<file path="config.mk">
export PLATFORM = sky130hd
export DESIGN_NAME = uart_tx_param
export DESIGN_NICKNAME = d
export VERILOG_FILES = /design/src/rtl/uart_tx_param.sv
export SDC_FILE = /design/constraint.sdc
export NUM_CORES = 1
export LEC_CHECK = 0
export BUFFER_PORTS_ARGS = -buffer_cell sky130_fd_sc_hd__clkbuf_2
export CORE_ASPECT_RATIO = 1.2
export CORE_MARGIN = 5
export CORE_UTILIZATION = 45
export DETAILED_ROUTE_END_ITERATION = 7
export GPL_ROUTABILITY_DRIVEN = 0
export SLEW_MARGIN = 5
export SYNTH_ARGS = -nofsm -noshare
export SYNTH_HDL_FRONTEND = slang
export SYNTH_SLANG_ARGS = --single-unit
</file>
<file path="constraint.sdc">
create_clock -name clk -period 1.9 [get_ports clk]
set_input_delay 0.475 -clock clk [delete_from_list [all_inputs] [get_ports clk]]
set_output_delay 0.475 -clock clk [all_outputs]
set_load 0.02 [all_outputs]
</file>
<file path="src/rtl/uart_tx_param.sv">
// rtl/uart_tx_param.sv - parametrised UART transmitter with single-entry holding register
module uart_tx_param #(
  parameter int DBIT       = 8,
  parameter int OVERSAMPLE = 16,
  parameter int SB_TICK    = 16,
  parameter int PARITY_EN  = 0,
  parameter int PARITY_ODD = 0
) (
  input  logic            clk,
  input  logic            reset,
  input  logic            s_tick,
  input  logic            tx_start,
  input  logic [DBIT-1:0] d_in,
  output logic            tx_ready,
  output logic            tx_busy,
  output logic            tx_done_tick,
  output logic            tx
);

  typedef enum logic [2:0] {
    IDLE,
    START,
    DATA,
    PARITY,
    STOP
  } state_t;

  localparam logic [5:0] OS_LAST  = 6'(OVERSAMPLE - 1);
  localparam logic [5:0] SB_LAST  = 6'(SB_TICK - 1);
  localparam logic [3:0] N_LAST   = 4'(DBIT - 1);
  localparam logic       PAR_EN   = (PARITY_EN != 0);
  localparam logic       PAR_ODD  = (PARITY_ODD != 0);

  state_t          state_q, state_d;
  logic [5:0]      s_q, s_d;
  logic [3:0]      n_q, n_d;
  logic [DBIT-1:0] shift_q, shift_d;
  logic [DBIT-1:0] frame_q, frame_d;
  logic            tx_q, tx_d;
  logic [DBIT-1:0] hold_q;
  logic            hold_full_q;
  logic            load;
  logic            parity_bit;

  // Parity comes from the character latched at frame start, not the shifted copy.
  assign parity_bit = (^frame_q) ^ PAR_ODD;

  assign tx_ready = ~hold_full_q;
  assign tx_busy  = (state_q != IDLE);
  assign tx       = tx_q;

  // Load and accept are mutually exclusive: load needs full, accept needs empty.
  always_ff @(posedge clk) begin
    if (reset) begin
      hold_q      <= '0;
      hold_full_q <= 1'b0;
    end else if (load) begin
      hold_full_q <= 1'b0;
    end else if (tx_start && !hold_full_q) begin
      hold_q      <= d_in;
      hold_full_q <= 1'b1;
    end
  end

  always_ff @(posedge clk) begin
    if (reset) begin
      state_q <= IDLE;
      s_q     <= '0;
      n_q     <= '0;
      shift_q <= '0;
      frame_q <= '0;
      tx_q    <= 1'b1;
    end else begin
      state_q <= state_d;
      s_q     <= s_d;
      n_q     <= n_d;
      shift_q <= shift_d;
      frame_q <= frame_d;
      tx_q    <= tx_d;
    end
  end

  always_comb begin
    state_d      = state_q;
    s_d          = s_q;
    n_d          = n_q;
    shift_d      = shift_q;
    frame_d      = frame_q;
    tx_d         = tx_q;
    load         = 1'b0;
    tx_done_tick = 1'b0;
    case (state_q)
      IDLE: begin
        tx_d = 1'b1;
        if (hold_full_q) begin
          load    = 1'b1;
          shift_d = hold_q;
          frame_d = hold_q;
          tx_d    = 1'b0;
          s_d     = '0;
          state_d = START;
        end
      end
      START: begin
        if (s_tick) begin
          if (s_q == OS_LAST) begin
            s_d     = '0;
            n_d     = '0;
            tx_d    = shift_q[0];
            state_d = DATA;
          end else begin
            s_d = s_q + 6'd1;
          end
        end
      end
      DATA: begin
        if (s_tick) begin
          if (s_q == OS_LAST) begin
            s_d     = '0;
            shift_d = shift_q >> 1;
            n_d     = n_q + 4'd1;
            if (n_q == N_LAST) begin
              if (PAR_EN) begin
                tx_d    = parity_bit;
                state_d = PARITY;
              end else begin
                tx_d    = 1'b1;
                state_d = STOP;
              end
            end else begin
              tx_d = shift_q[1];
            end
          end else begin
            s_d = s_q + 6'd1;
          end
        end
      end
      PARITY: begin
        if (s_tick) begin
          if (s_q == OS_LAST) begin
            s_d     = '0;
            tx_d    = 1'b1;
            state_d = STOP;
          end else begin
            s_d = s_q + 6'd1;
          end
        end
      end
      STOP: begin
        if (s_tick) begin
          if (s_q == SB_LAST) begin
            tx_done_tick = 1'b1;
            s_d          = '0;
            // A held character chains straight into the next start bit.
            if (hold_full_q) begin
              load    = 1'b1;
              shift_d = hold_q;
              frame_d = hold_q;
              tx_d    = 1'b0;
              state_d = START;
            end else begin
              state_d = IDLE;
            end
          end else begin
            s_d = s_q + 6'd1;
          end
        end
      end
      default: begin
        state_d = IDLE;
        tx_d    = 1'b1;
      end
    endcase
  end

endmodule

</file>
### After elaboration in Yosys (flattened, before gate mapping)

Index checks and enable logic that the tools add are counted.
W data, S select, Z words.

* bits in registers: 31
* output and inout bits: 4
* word-level logic and storage cells: 90

* add/sub/neg operators: 2
* equality and inequality tests: 18
* muxes and demuxes: 46
* bitwise logic cells: 2
* reductions and logical operators: 15

Operator list (count)
* $mux W8: 5
* $mux W3: 10
* $pmux W8 S3: 1
* $ne A2 B2 Y1 const B: 11
* $mux W1: 18
* $mux W6: 3
* $mux W4: 4
* $pmux W3 S5: 1
* $pmux W6 S2: 1
* $reduce_and A10 Y1: 1
* $reduce_and A5 Y1: 2
* $reduce_and A9 Y1: 1
* $pmux W4 S2: 1
* $add A6 B1 Y6 const B: 1
* $eq A3 B2 Y1 const B: 2
* $eq A6 B4 Y1 const B: 1
* $reduce_bool A3 Y1: 2
* $pmux W1 S5: 1
* $add A4 B1 Y4 const B: 1
* $eq A4 B3 Y1 const B: 1
* $reduce_bool A2 Y1: 2
* $reduce_or A4 Y1: 1
* $eq A3 B1 Y1 const B: 1
* $eq A3 B3 Y1 const B: 1
* 9 further kinds: 10

### Depth between registers and ports, before layout

* depth after elaboration: 6
* mapped depth: 7
* gate-level depth less buffers: 5

### Worst setup path before layout

OpenSTA, ideal clock, no wires.

* path type: register -> register
* start: reg state_q[0]
* end: reg s_q[1]
* setup time: 70 ps
* data arrival time: 1672 ps
* setup slack: 158 ps
* cell stages (with the launch flop): 7
* path buffers: 2
* clock period less this slack: 1742 ps
* cell sequence: dfxtp_1 -> buf_6 -> or3_1 -> clkbuf_1 -> o311ai_0 -> or4b_1 -> a21oi_1

* word-level cells in the longest chain between the ends: 4
* elaborated cells between the ends (all ways): 11
* classes of those cells: eq/ne (6); mux (1); reduce/logical (4)

Ends and longest elaborated chain
* from (decl): RTL line 34 `state_t state_q, state_d;`
* from (signal assigned): RTL line 74 `state_q <= state_d;`
* $eq A3 B3 Y1 (tied with other cells): RTL line 92 `case (state_q)`
* $reduce_or A4 Y1 (no source line)
* $ne A2 B1 Y1 (no source line) or $reduce_bool A2 Y1 (tied branches)
* $reduce_and A3 Y1 (no source line)
* to (signal assigned): RTL line 68 `s_q <= '0;`
* to (signal assigned): RTL line 75 `s_q <= s_d;`
* to (decl): RTL line 35 `logic [5:0] s_q, s_d;`

Several ways; a longest one is shown, not always the timed one.
A chain may end at the register's enable or synchronous reset.

### Worst setup path in the final report

* start: reg s_q[0]
* end: out tx_done_tick

* word-level cells in the longest chain between the ends: 4

Ends and longest elaborated chain
* $eq A6 B4 Y1: RTL line 151 `if (s_q == SB_LAST) begin`
* $mux W1: RTL line 151
* $mux W1: RTL line 150 `if (s_tick) begin`
* $mux W1: RTL line 92
* to (decl): RTL line 16 `output logic tx_done_tick,`

Every way passes these cells.

==> run_results.csv <==
group,metric,value,unit
status,outcome,"complete, but fails checks",
status,violations,"negative setup slack",
yosys,seq_area_frac_synth,0.372,
min_path,worstHoldStart,"d_in[1]",
die,die-area,5040,µm²
timing,fin_crit,1.90,ns
timing,hold_violations,0,
detailed_routing,drtAntennaViolNets,0,
global_routing,grt_pass1_vias,1431,
detailed_routing,vias,1522,
final_layout,antenna_cells,0,
power_and_ir_drop,power.internal,1.14,mW
yosys,yosysUniqueCellTypes,47,
clock_tree,cts_tree,"done",
place,dp.final_hpwl,2840,µm
detailed_routing,drt_iter0_drc,72,
critical_path,worstPathRequired,1.42,ns
min_path,min_path_cells,3,
global_routing,antenna_found_initial,0,
critical_path,critPathMaxStageDelay,0.36,ns
critical_path,crit_type,"reg -> out",
timing,fin_crit_sh,1.00,
yosys,yosysTopAreaCellShare,0.372,
die,ioPinCount,16,
detailed_routing,wl_per_cell,14.9,µm
place,portBuffers,15,
final_layout,stdcell_area,1990,µm²
critical_path,critical-path-top-delay-family,"simple AND/OR/NAND/NOR gates",
clock_tree,cts.sinks,31,
timing,finClkSkew,0.00765,ns
power_and_ir_drop,leakagePower,0.799,nW
final_layout,final_cell_mix,"nand2_1, dfxtp_1, a21oi_1, buf_4, clkbuf_2",
timing,fmax,526,MHz
die,die_w,65.6,µm
critical_path,setup.worst_path.end_class,"output port",
clock_tree,insertion_delay,0.29,ns
power_and_ir_drop,power.switching,385,µW
power_and_ir_drop,ir_drop,455,µV
timing,worst_pin_slew,0.669,ns
final_layout,layout.nets,238,
yosys,netlist_top_cells_area,"dfxtp_1, nand2_1, mux2i_1, a21oi_1, mux2_2",
yosys,synth-seq-cells,31,
flow_run,drv_cap,0,
die,die_y,76.7,µm
final_layout,synthToLayoutAreaGrowth,19.0,%
yosys,syn_nets,212,
critical_path,cp-start-kind,"flop",
detailed_routing,totalWireLength,3940,µm
clock_tree,clk_pin_slew,0.07,ns
detailed_routing,via_per_inst,5.77,
critical_path,crit_arrival,1.43,ns
yosys,async_reset_ff_frac,0,
clock_tree,ctsRootBufferMaster,"clkbuf_8",
critical_path,rr_startpoint,"state_q[0]",
clock_tree,htreeDepth,2,
detailed_routing,drt_pass1_iterations,4,
global_routing,grt_max_degree,20,
final_layout,drive_gt1_frac,0.284,
yosys,yosysTopAreaCell,"dfxtp_1",
global_routing,grt_usage,0.174,
clock_tree,cts_buffer_depth,2,
critical_path,crit_path_max_fanout,2,
critical_path,cp_slowest_cell,"dfxtp_2",
yosys,avgSynthCellArea,8.44,µm²
critical_path,reg2reg_slack,0.13,ns
min_path,min_path_type,"in -> reg",
power_and_ir_drop,powerDensity,769,nW/µm²
critical_path,path_buf_inv,1,
timing,fin_ws,-0.00211,ns
yosys,ys.flop_type,"dfxtp_1",
place,placedInstanceArea,1810,µm²
detailed_routing,drc_errors,0,
yosys,syn_area,1670,µm²
yosys,synth_edf_count,0,
min_path,min_to,"hold_q[1]",
global_routing,grt_pass1_wl,6760,µm
timing,drv_slew,0,
die,rows,24,
critical_path,cp_cell_sequence,"ha_4, and4b_1, and2_4, and3_4, buf_8",
yosys,yosysWarnings,0,
timing,finalSetupViolations,1,
timing,rsz0062_at_grt,"yes",
die,initial_core_util,0.464,
power_and_ir_drop,power_frac_seq,0.449,
yosys,synth_cells,198,
power_and_ir_drop,comb_power_share,0.125,
die,coreArea,3600,µm²
clock_tree,cts_made_buffers,5,
timing,whs,0.401,ns
critical_path,r2r-end,"s_q[1]",
global_routing,grt-ovfl-total,0,
final_layout,final_common_cell,"nand2_1",
power_and_ir_drop,clockPowerShare,0.426,
critical_path,crit_start,"s_q[0]",
timing,relSlewSlack,0.550,
clock_tree,ctsHoldBuffers,0,
power_and_ir_drop,p_sw_frac,0.252,
critical_path,reg2reg_depth,4,
## flip-flops by register name, indices dropped and copies added, names as in the netlist
signal	cells
hold_q	8
tx	1
state_q	3
shift_q	8
n_q	4
hold_full_q	1
s_q	6
## worst max path at each step
stage / to / slack (ns) / cells after the start
finish: tx_done_tick / -0.002 / 5
global route: tx_done_tick / -0.06 / 5
CTS: tx_done_tick / -0.02 / 5
detailed placement: s_q[1] / 0.09 / 4
global placement: s_q[1] / 0.16 / 4
floorplan: s_q[1] / 0.16 / 6
## power groups by stage
stage	combinational, mW	clock, mW	sequential, mW
6_report	0.191	0.652	0.686
5_1_grt	0.214	0.700	0.689
4_1_cts	0.192	0.667	0.686
3_5_place_dp	0.189	0	0.700
3_3_place_gp	0.183	0	0.699
2_1_floorplan	0.137	0	0.699
## cell type report
cell class,count,area (µm²)
Clock buffer,5,68.8
Clock inverter,3,43.8
Fill cell,341,1620
Inverter,2,7.51
Multi-Input combinational cell,151,973
Sequential cell,31,626
Tap cell,39,48.8
Timing Repair Buffer,33,220
## cells by family (layout without fill, tap and decap cells)
logic type,Yosys count,count (layout),synth area share
muxes,18,18,0.114
AOI/OAI and AO/OA,45,45,0.166
DFF,31,31,0.372
and+or+nand+nor,86,86,0.274
adders and majority gates,2,2,0.0150
buffers and inverters,16,43,0.0592
## per-stage QoR
| step | worst slack [ns] | power (mW) | utilization | setup TNS, ns | instances |
|---|---|---|---|---|---|
| finish | -0.00211 | 1.53 | 0.552 | -0.00211 | 264 |
| floorplan | 0.158 | 0.835 | - | 0 | 198 |
| CTS | -0.0240 | 1.54 | 0.550 | -0.0240 | 264 |
| detailed placement | 0.0916 | 0.889 | 0.502 | 0 | 252 |
| global route | -0.0596 | 1.60 | 0.552 | -0.0596 | 264 |
| global placement | 0.165 | 0.882 | 0.502 | 0 | 252 |
## per-layer routing
layer | global-route usage | wire (µm) | vias to the layer above
li1 | - | - | 770
met1 | 0.208 | 1710 | 721
met2 | 0.281 | 2000 | 25
met3 | 0.0497 | 164 | 6
met4 | 0.0830 | 76 | 0
met5 | 0 | 0 | -
## cell usage after synthesis (all sizes together) (3+ instances only)
cell type	count
clkbuf	9
and3	3
dfxtp	31
mux2	8
nor2	5
o21ai	10
nand2	42
buf	4
mux2i	10
nand3	7
or4	3
nor2b	3
nor3	3
a21oi	18
## repair_timing
action,4_1_cts,5_1_grt
pin swaps,1,1
endpoints found under the hold margin,0,0
cloned,0,0
setup buffers,4,0
gates resized for setup,8,4
endpoints found under the setup margin,1,6
## worst min-delay path, delay by kind of cell
family	cells	cell delay, ns
buf+inv	1	0.08
compound gates	1	0.05
simple gates	1	0.04
Note: power is estimated with default switching activity, not from simulation.
